### config.mk
export PLATFORM = sky130hd
export DESIGN_NAME = stopwatch_time_counter
export DESIGN_NICKNAME = d
export VERILOG_FILES = /design/src/rtl/stopwatch_pkg.sv /design/src/rtl/stopwatch_time_counter_mod_counter.sv /design/src/rtl/stopwatch_time_counter.sv
export SDC_FILE = /design/constraint.sdc
export NUM_CORES = 1
export LEC_CHECK = 0
export BUFFER_PORTS_ARGS = -buffer_cell sky130_fd_sc_hd__buf_2
export CAP_MARGIN = 40
export CORE_MARGIN = 2
export CORE_UTILIZATION = 30
export CTS_BUF_LIST = sky130_fd_sc_hd__clkbuf_16
export DETAILED_ROUTE_END_ITERATION = 10
export PLACE_DENSITY_LB_ADDON = 0.12
export SETUP_SLACK_MARGIN = 0.05
export SYNTH_ARGS = -nofsm -noshare
export SYNTH_HDL_FRONTEND = slang
export SYNTH_HIERARCHICAL = 1
export SYNTH_SLANG_ARGS = --single-unit
export TNS_END_PERCENT = 50
### constraint.sdc
create_clock -name clk -period 2.81 [get_ports clk]
set_input_delay 0.281 -clock clk [delete_from_list [all_inputs] [get_ports clk]]
set_output_delay 0.281 -clock clk [all_outputs]
set_load 0.005 [all_outputs]
### src/rtl/stopwatch_pkg.sv
// Shared constants for the stopwatch time counter: default field moduli,
// field widths and the lap/hold state encoding.
package stopwatch_pkg;

    localparam int TENTH_MOD_DEF = 10;
    localparam int SEC_MOD_DEF   = 60;
    localparam int MIN_MOD_DEF   = 60;
    localparam int HOUR_MOD_DEF  = 24;

    localparam int TENTH_W = $clog2(TENTH_MOD_DEF);
    localparam int SEC_W   = $clog2(SEC_MOD_DEF);
    localparam int MIN_W   = $clog2(MIN_MOD_DEF);
    localparam int HOUR_W  = $clog2(HOUR_MOD_DEF);

    typedef enum logic {
        LIVE   = 1'b0,
        FROZEN = 1'b1
    } hold_state_e;

endpackage

### src/rtl/stopwatch_time_counter_mod_counter.sv
// Modulo-MOD counter stage; carry is asserted combinationally on the increment
// that wraps, so a chain of stages resolves its ripple within one clock edge.
module mod_counter #(
    parameter int MOD = 10
) (
    input  logic                   clk,
    input  logic                   reset,
    input  logic                   inc,
    input  logic                   clr,
    output logic [$clog2(MOD)-1:0] value,
    output logic                   carry
);

    localparam int W = $clog2(MOD);

    logic [W-1:0] value_q;
    logic [W-1:0] value_d;
    logic         at_max;

    assign at_max = (value_q == W'(MOD - 1));
    assign carry  = inc && at_max;
    assign value  = value_q;

    // NOTE: default the next-state first so every path assigns it and no latch is inferred.
    always_comb begin
        value_d = value_q;
        if (clr) begin
            value_d = '0;
        end else if (inc) begin
            value_d = at_max ? '0 : value_q + 1'b1;
        end
    end

    always_ff @(posedge clk or negedge reset) begin
        if (!reset) begin
            value_q <= '0;
        end else begin
            value_q <= value_d;
        end
    end

endmodule

### src/rtl/stopwatch_time_counter.sv
// Cascaded stopwatch time (tenths/sec/min/hour) with lap hold, display mux and
// a registered rollover pulse at the 23:59:59.9 -> 00:00:00.0 wrap.
module stopwatch_time_counter
    import stopwatch_pkg::*;
#(
    parameter int TENTH_MOD = TENTH_MOD_DEF,
    parameter int SEC_MOD   = SEC_MOD_DEF,
    parameter int MIN_MOD   = MIN_MOD_DEF,
    parameter int HOUR_MOD  = HOUR_MOD_DEF
) (
    input  logic                         clk,
    input  logic                         reset,
    input  logic                         tick,
    input  logic                         clear,
    input  logic                         lap,
    output logic                         hold,
    output logic [$clog2(TENTH_MOD)-1:0] disp_tenth,
    output logic [$clog2(SEC_MOD)-1:0]   disp_sec,
    output logic [$clog2(MIN_MOD)-1:0]   disp_min,
    output logic [$clog2(HOUR_MOD)-1:0]  disp_hour,
    output logic [$clog2(SEC_MOD)-1:0]   live_sec,
    output logic                         rollover
);

    localparam int TW = $clog2(TENTH_MOD);
    localparam int SW = $clog2(SEC_MOD);
    localparam int MW = $clog2(MIN_MOD);
    localparam int HW = $clog2(HOUR_MOD);

    logic [TW-1:0] live_tenth;
    logic [SW-1:0] live_sec_w;
    logic [MW-1:0] live_min;
    logic [HW-1:0] live_hour;
    logic          c_tenth, c_sec, c_min, c_hour;
    logic          advance;

    hold_state_e   state_q;
    logic [TW-1:0] lap_tenth_q;
    logic [SW-1:0] lap_sec_q;
    logic [MW-1:0] lap_min_q;
    logic [HW-1:0] lap_hour_q;
    logic          rollover_q;

    // A tick coincident with clear is discarded, so it never enters the chain.
    assign advance = tick && !clear;

    mod_counter #(.MOD(TENTH_MOD)) u_tenth (
        .clk(clk), .reset(reset), .inc(advance), .clr(clear),
        .value(live_tenth), .carry(c_tenth)
    );
    mod_counter #(.MOD(SEC_MOD)) u_sec (
        .clk(clk), .reset(reset), .inc(c_tenth), .clr(clear),
        .value(live_sec_w), .carry(c_sec)
    );
    mod_counter #(.MOD(MIN_MOD)) u_min (
        .clk(clk), .reset(reset), .inc(c_sec), .clr(clear),
        .value(live_min), .carry(c_min)
    );
    mod_counter #(.MOD(HOUR_MOD)) u_hour (
        .clk(clk), .reset(reset), .inc(c_min), .clr(clear),
        .value(live_hour), .carry(c_hour)
    );

    // NOTE: sequential state uses non-blocking assignments only, so lap capture sees pre-tick values.
    always_ff @(posedge clk or negedge reset) begin
        if (!reset) begin
            state_q     <= LIVE;
            lap_tenth_q <= '0;
            lap_sec_q   <= '0;
            lap_min_q   <= '0;
            lap_hour_q  <= '0;
            rollover_q  <= 1'b0;
        end else if (clear) begin
            state_q     <= LIVE;
            lap_tenth_q <= '0;
            lap_sec_q   <= '0;
            lap_min_q   <= '0;
            lap_hour_q  <= '0;
            rollover_q  <= 1'b0;
        end else begin
            rollover_q <= c_hour;
            if (lap) begin
                if (state_q == LIVE) begin
                    state_q     <= FROZEN;
                    lap_tenth_q <= live_tenth;
                    lap_sec_q   <= live_sec_w;
                    lap_min_q   <= live_min;
                    lap_hour_q  <= live_hour;
                end else begin
                    state_q <= LIVE;
                end
            end
        end
    end

    assign hold       = (state_q == FROZEN);
    assign disp_tenth = hold ? lap_tenth_q : live_tenth;
    assign disp_sec   = hold ? lap_sec_q   : live_sec_w;
    assign disp_min   = hold ? lap_min_q   : live_min;
    assign disp_hour  = hold ? lap_hour_q  : live_hour;
    assign live_sec   = live_sec_w;
    assign rollover   = rollover_q;

endmodule

# == Yosys cells after proc, flatten, opt, wreduce, memory -nomap -nowiden ==
# Index checks and enable logic that the tools add are counted.
# word_totals
output_inout_bits,29
regBits,44
elab_cells,57
# op_classes
add_sub_neg,4
n_eq_ne,4
mux,28
reduce_logical,11
# op_table
op,count
6-bit 2-to-1 mux,12
5-bit 2-to-1 mux,6
4-bit 2-to-1 mux,6
6-bit by 1-bit adder with 6-bit output (second input constant),2
6-bit equality test (second input constant),2
2-bit nonzero test,5
5-bit by 1-bit adder with 5-bit output (second input constant),1
5-bit equality test (second input constant),1
1-bit logical AND,5
4-bit by 1-bit adder with 4-bit output (second input constant),1
4-bit equality test (second input constant),1
1-bit 2-to-1 mux,4
1-bit logical NOT,1

# == Longest topological paths before layout ==
# Gate-level depths: netlist of run 1.
# logic_depth
depth_word,7
ltp_mapped,12
ltp_nobuf,11

# == By module ==
# The synthesis of run 1 kept the hierarchy.
# modules_own_cells
module,seq_area_each_um2,cells_per_inst,instances,area_per_inst_um2
stopwatch_time_counter,575.6,124,1,1395.1
mod_counter at u_min ...,150.1,33,2,329.1
mod_counter at u_hour,125.1,24,1,262.8
mod_counter at u_tenth,100.1,26,1,241.5

# == Least setup slack after synthesis of run 1 ==
# Ideal clock, no wire load.
# synth_path
kind,input to register
start,input clear
end,"register u_hour.value_q[3], in the netlist u_hour/value[3]"
t_arrival_ns,2.079
path_slack_ns,0.608
stages,11
n_path_buf,2
cell_sequence,clkbuf_1 nor2b_1 inv_1 nor2_1 nand2_1 nor2b_1 nand2_1 nor2b_1 buf_2 nand4_1 mux2i_1
# synth_via
elab_chain_len,6
# synth_lines
item,line_no,source
start: declaration,stopwatch_time_counter.sv:14,"input logic clear,"
1-bit logical NOT,stopwatch_time_counter.sv:45,assign advance = tick && !clear;
1-bit logical AND,stopwatch_time_counter.sv:45,
via advance,stopwatch_time_counter.sv:35,logic advance;
1-bit logical AND,stopwatch_time_counter_mod_counter.sv:21,assign carry = inc && at_max;
via c_tenth,stopwatch_time_counter.sv:34,"logic c_tenth, c_sec, c_min, c_hour;"
1-bit logical AND,stopwatch_time_counter_mod_counter.sv:21,
via c_sec,stopwatch_time_counter.sv:34,
1-bit logical AND,stopwatch_time_counter_mod_counter.sv:21,
via c_min,stopwatch_time_counter.sv:34,
2-bit nonzero test (no line),-,
end signal: assignment,stopwatch_time_counter_mod_counter.sv:38,value_q <= value_d;
end: declaration,stopwatch_time_counter_mod_counter.sv:16,logic [W-1:0] value_q;
# The timed path passes the listed nets, and every way through them passes these cells.
# A chain may end at the register's enable or synchronous reset.

# == Worst setup path after layout of run 1 ==
# layout_path
start,"register u_tenth.value_q[1], in the netlist u_tenth/value[1]"
end,"register rollover_q, in the netlist rollover"
# layout_via
elab_chain_len,6
# layout_lines
item,line_no,source
start: declaration,stopwatch_time_counter_mod_counter.sv:16,
start signal: assignment,stopwatch_time_counter_mod_counter.sv:38,
4-bit equality test,stopwatch_time_counter_mod_counter.sv:20,assign at_max = (value_q == W'(MOD - 1));
1-bit logical AND,stopwatch_time_counter_mod_counter.sv:21,
via c_tenth,stopwatch_time_counter.sv:34,
1-bit logical AND,stopwatch_time_counter_mod_counter.sv:21,
via c_sec,stopwatch_time_counter.sv:34,
1-bit logical AND,stopwatch_time_counter_mod_counter.sv:21,
via c_min,stopwatch_time_counter.sv:34,
1-bit logical AND,stopwatch_time_counter_mod_counter.sv:21,
via c_hour,stopwatch_time_counter.sv:34,
1-bit 2-to-1 mux,stopwatch_time_counter.sv:73,end else if (clear) begin
end signal: assignment,stopwatch_time_counter.sv:81,rollover_q <= c_hour;
end: declaration,stopwatch_time_counter.sv:42,logic rollover_q;
# The timed path passes the listed nets, and every way through them passes these cells.

==> results of run 1 <==
critical path, stage by stage, from the launching register on:
cell	delay, ns
dfrtp_1	0.44
inv_1	0.08
ha_1	0.17
nand3b_1	0.13
nor2_1	0.17
nand2_1	0.10
nor2b_1	0.32
nand2_1	0.16
nor2b_2	0.31
nand4_1	0.13
nor2_1	0.09
nor2b_1	0.12
cells by family (layout without fill, tap and decap cells):
family | after synthesis | count (layout) | share of synthesized area (%)
simple gates | 98 | 98 | 26.1
compound gates | 50 | 50 | 13.0
flops | 44 | 44 | 43.1
mux | 26 | 26 | 11.2
buf+inv | 15 | 54 | 3.57
fa+ha+maj | 5 | 5 | 2.45
xor+xnor | 2 | 2 | 0.685
per-stage QoR:
step                      area [sq um]  std cells  utilization [%]
after floorplan                   2560        240                -
after global placement            2850        376             34.5
after detailed placement          2850        376             34.5
after CTS                         3020        384             36.6
after global routing              3020        384             36.6
final                             3020        384             36.6
metal layers:
layer	part of all wire, %	track usage, %	vias to the layer above
li1	-	-	963
met1	50	19.4	950
met2	46	22.7	28
met3	3.6	2.74	7
met4	0.92	3.17	0
met5	0	0	-
Yosys cell counts:
master	number	area [sq um]
dfrtp_1	44	1100
nand2b_1	23	144
mux2_2	21	236
nand4bb_1	20	225
o21ai_0	15	75.1
nand2_1	12	45.0
o21ai_1	12	60.1
nand3_1	11	55.1
nor2_1	11	41.3
nor2b_1	7	43.8
clkbuf_1	6	22.5
ha_1	5	62.6
mux2i_1	5	50.1
a21oi_1	4	20.0
nand3b_1	4	30.0
o311ai_1	4	35.0
a211o_1	2	17.5
a211oi_1	2	15.0
a21oi_4	2	32.5
a22o_1	2	17.5
and3_1	2	12.5
and4b_1	2	20.0
buf_2	2	10.0
buf_8	2	30.0
clkbuf_2	2	10.0
inv_1	2	7.51
nand4_1	2	12.5
o21ai_2	2	17.5
o31ai_1	2	15.0
xnor2_1	2	17.5
a21bo_2	1	10.0
a21boi_0	1	7.51
a21oi_2	1	8.76
and4b_2	1	11.3
buf_6	1	11.3
nand2_2	1	6.26
or3b_1	1	8.76
or4bb_1	1	11.3
worst max-delay path by stage:
stage,endpoint,depth (start not counted)
2_1_floorplan,u_hour/value[3],11
3_3_place_gp,rollover,11
3_5_place_dp,u_hour/value[3],10
4_1_cts,u_hour/value[3],10
5_1_grt,rollover,11
6_report,rollover,11
sequential cells by signal (all words and copies together), names as in the netlist:
register and flops:
u_tenth/value 4, lap_hour_q 5, hold 1, lap_sec_q 6, rollover 1, u_hour/value 5
u_sec/value 6, lap_min_q 6, lap_tenth_q 4, u_min/value 6
power breakdown:
part	internal [mW]	total, mW	switching, mW
Clock	0.418	0.672	0.254
Sequential	0.654	0.689	0.0355
Combinational	0.0866	0.178	0.0917
cell type report:
cell class / instances / area [sq um]
Clock buffer: 5 / 125
Clock inverter: 3 / 42.5
Fill cell: 848 / 5240
Inverter: 2 / 7.51
Multi-Input combinational cell: 181 / 1370
Sequential cell: 44 / 1100
Tap cell: 105 / 131
Timing Repair Buffer: 44 / 248
==> impl_metrics.json, run 1 <==
{
  "cts_setup_buffers": 0,
  "irDropWorstVdd_mv": 0.213,
  "finalCritPeriodShare_pct": 81.8,
  "dieArea_sq_um": 9280,
  "cts.sinks": 44,
  "routedWlPerCell_um": 15.3,
  "drive_gt1_share_pct": 29.4,
  "drv_slew": 0,
  "fp.coreArea_sq_um": 8260,
  "die_h_um": 96.3,
  "setup_viol": 0,
  "rsz0062_at_grt": "false",
  "hold_viol_final": 0,
  "reg2reg_slack_ns": 0.51,
  "io_pins": 34,
  "cts.hold.buffers_added": 0,
  "synth_seq_cells": 44,
  "p_leak_nw": 1.34,
  "synth_cell_types": 38,
  "reg2reg_to": "rollover",
  "max_freq_ghz": 0.435,
  "syn_nets": 250,
  "finalWirelength_um": 5890,
  "gp_congestion": 0.779,
  "final_cell_mix": "44 x dfrtp_1, 33 x buf_2, 23 x nand2b_1",
  "drcViolationCount": 0,
  "endpoint_kind": "register",
  "drv_cap": 0,
  "insertion_delay_ns": 0.29,
  "critPathLaunch": "u_tenth/value[1]",
  "antenna_found_initial": 0,
  "vias_per_cell": 5.07,
  "finClkSkew_ns": 0.00445,
  "overflow": 0,
  "ant_nets": 0,
  "slew_headroom_pct": 46.0,
  "grt_pass1_wl_um": 10100,
  "place_ws_ns": 0.319,
  "clk_path_buf_depth": 2,
  "cts_tree": "yes",
  "critical_path_class": "register to register",
  "num_vias": 1948,
  "clockRootBuffer": "clkbuf_16",
  "whs_ns": 0.00640,
  "ff2ff_path_depth": 11,
  "status": "finished, final reports clean",
  "layout_setup_ws_ns": 0.511,
  "hpwl_um": 3850,
  "worst_slew_pin_slew_ns": 0.810,
  "fin_crit_ns": 2.30,
  "dr.first_iter.drc_count": 91,
  "cts_max_level": 2,
  "place.port_buffers": 33,
  "cts_resized": 0,
  "dr.pass1.iters": 4,
  "cp_data_required_time_ns": 3.02,
  "synth.avg_cell_area_sq_um": 10.7,
  "diodes": 0,
  "die-width_um": 96.3,
  "min_path_type": "primary input to asynchronous set/reset pin",
  "finalPower_mw": 1.54,
  "clk_pin_slew_ns": 0.06,
  "cts-buffers-inserted": 5,
  "synth_warnings": 6,
  "startpoint_type": "register",
  "nNetsFinal": 288,
  "synth_area_sq_um": 2560,
  "grt_pass1_vias": 1987,
  "cellPowerDensity_nw_per_um2": 509,
  "grt_util_all_layers_pct": 14.0,
  "synthCells": 240,
  "timing.rr.start": "u_tenth/value[1]",
  "grt_max_degree": 68,
  "fin_setup_tns_ns": 0,
  "syn2layout_area_growth_pct": 18.2,
  "rows": 33,
  "cp.arrival_ns": 2.51,
  "mostFrequentLayoutCell": "dfrtp_1",
  "floorplan.initialDensity_pct": 31.0,
  "crit_fanout": 7,
  "ys_seq_area_share_pct": 43.1
}
Note: power is estimated with default switching activity, not from simulation.
==> inputs of run 2 (changes only) <==
- clock period: 2.81 -> 1.9 ns (I/O delays scaled with it)
==> run 2 against run 1 <==
Global-route usage decreased by 0.43 points. Count of clock-buffer cells in the layout stayed put. Utilization increased by 1.5 points. Non-clock buffer count is 18 higher. Cell area grew 4.0%. Sequential power rose by 44%. First-iteration DRC count down 13%. Clock skew about the same. Sequential share of layout area down 1.4 points. Die area unchanged.
==> impl_metrics.json, run 2 (synthesis gave the netlist of run 1 again) <==
{
  "layout_setup_ws_ns": 0.0835,
  "num_vias": 2017,
  "drv_slew": 0,
  "fp.coreArea_sq_um": 8260,
  "fin_cells": 401,
  "finClkSkew_ns": 0.00425,
  "cts.hold.buffers_added": 0,
  "place_area_sq_um": 2960,
  "syn2layout_area_growth_pct": 22.9,
  "critical_path_class": "register to register",
  "finalCritPeriodShare_pct": 95.6,
  "die-width_um": 96.3,
  "mostFrequentLayoutCell": "dfrtp_1",
  "clk_pin_slew_ns": 0.06,
  "reg2reg_to": "rollover",
  "grt_util_all_layers_pct": 13.6,
  "io_pins": 34,
  "routedWlPerCell_um": 14.8,
  "dp_cells": 390,
  "crit_chain": "inv_1 -> ha_2 -> nand3b_1 -> nor2_2 -> nand2_2 -> nor2b_4 -> nand2_2 -> nor2b_1 -> buf_4 -> nand4_1 -> nor2_1 -> nor2b_1",
  "place_ws_ns": 0.0233,
  "min_path_type": "primary input to asynchronous set/reset pin",
  "rsz0062_at_grt": "true",
  "cp_data_required_time_ns": 2.11,
  "gp_congestion": 0.757,
  "cts.sinks": 44,
  "irDropWorstVdd_mv": 0.274,
  "fin_crit_ns": 1.82,
  "ff2ff_path_depth": 12,
  "vias_per_cell": 5.03,
  "startpoint_type": "register",
  "max_stage_delay_ns": 0.37,
  "drv_cap": 0,
  "cts_max_level": 2,
  "drcViolationCount": 0,
  "max_freq_ghz": 0.551,
  "antenna_found_initial": 0,
  "dieArea_sq_um": 9280,
  "finalWirelength_um": 5930,
  "clockRootBuffer": "clkbuf_16",
  "grt_pass1_wl_um": 9900,
  "grt_pass1_vias": 1999,
  "timing.rr.start": "u_tenth/value[1]",
  "worst_slew_pin_slew_ns": 0.603,
  "slew_headroom_pct": 59.8,
  "hpwl_um": 3840,
  "setup_viol": 0,
  "die_h_um": 96.3,
  "seq_area_sq_um": 1100,
  "insertion_delay_ns": 0.28,
  "nNetsFinal": 306,
  "cellPowerDensity_nw_per_um2": 672,
  "n_fill_cell": 857,
  "grt_max_degree": 54,
  "crit_slowest_cell": "dfrtp_1",
  "drive_gt1_share_pct": 34.8,
  "floorplan.initialDensity_pct": 31.0,
  "diodes": 0,
  "overflow": 0,
  "reg2reg_slack_ns": 0.08,
  "dr.pass1.iters": 4,
  "cts-buffers-inserted": 5,
  "fin_setup_tns_ns": 0,
  "cts_tree": "yes",
  "crit_fanout": 7,
  "ant_nets": 0,
  "status": "finished, final reports clean",
  "multi_input_area_sq_um": 1390,
  "place.port_buffers": 33,
  "hold_viol_final": 0,
  "endpoint_kind": "register",
  "final_area_sq_um": 3140,
  "clk_path_buf_depth": 2,
  "final_cell_mix": "44 x dfrtp_1, 33 x buf_2, 29 x buf_4",
  "finalCoreUtilization_pct": 38.1,
  "dr.first_iter.drc_count": 79,
  "rows": 33,
  "cp.arrival_ns": 2.03,
  "p_leak_nw": 1.42
}
run 2: worst max-delay path by stage:
| stage | start | endpoint | slack (ns) | cells after the start |
|---|---|---|---|---|
| after floorplan | u_tenth/value[1] | u_hour/value[3] | -0.05 | 11 |
| after global routing | u_tenth/value[1] | rollover | -0.11 | 12 |
| final | u_tenth/value[1] | rollover | 0.08 | 12 |
| after global placement | u_tenth/value[1] | rollover | 0.09 | 12 |
| after CTS | u_tenth/value[1] | rollover | 0.04 | 12 |
| after detailed placement | u_tenth/value[1] | rollover | 0.02 | 12 |
run 2: worst max-delay path: cells and delay by family (launching register included):
family	cells	cell delay, ns
and+or+nand+nor	9	1.00
DFF	1	0.37
buffers and inverters	2	0.22
adders and majority gates	1	0.16
run 2: cell type report:
type | count | share of cell area (%)
Multi-Input combinational cell | 181 | 44.1
Timing Repair Buffer | 62 | 12.2
Clock buffer | 5 | 3.98
Tap cell | 105 | 4.18
Clock inverter | 2 | 0.279
Sequential cell | 44 | 35.0
Inverter | 2 | 0.239
run 2: routing by layer:
metal | vias to the layer above | global-route usage (%) | part of all wire [%]
met2 | 27 | 22.2 | 48
met4 | 0 | 2.46 | 0.42
li1 | 995 | - | -
met1 | 993 | 18.9 | 49
met3 | 2 | 2.58 | 2.9
met5 | - | 0 | 0
run 2: power breakdown:
group / internal (mW) / leakage, nW / switching, mW
sequential: 0.968 / 0.607 / 0.0226
clock: 0.473 / 0.0709 / 0.334
combinational: 0.145 / 0.745 / 0.168
run 2: repair_timing:
item                                   CTS  global route
pin swaps                                2             3
endpoints found under the hold margin    0             0
setup endpoints to repair                4             9
resized for setup                        1             5
buffers inserted                         2             2
run 2: through the flow:
stage | hold WS [ns] | power [mW]
finish | 0.0123 | 2.11
global route | 0.0646 | 2.23
CTS | 0.0394 | 2.15
detailed placement | 0.336 | 1.33
global placement | 0.340 | 1.33
floorplan | -0.106 | 1.19
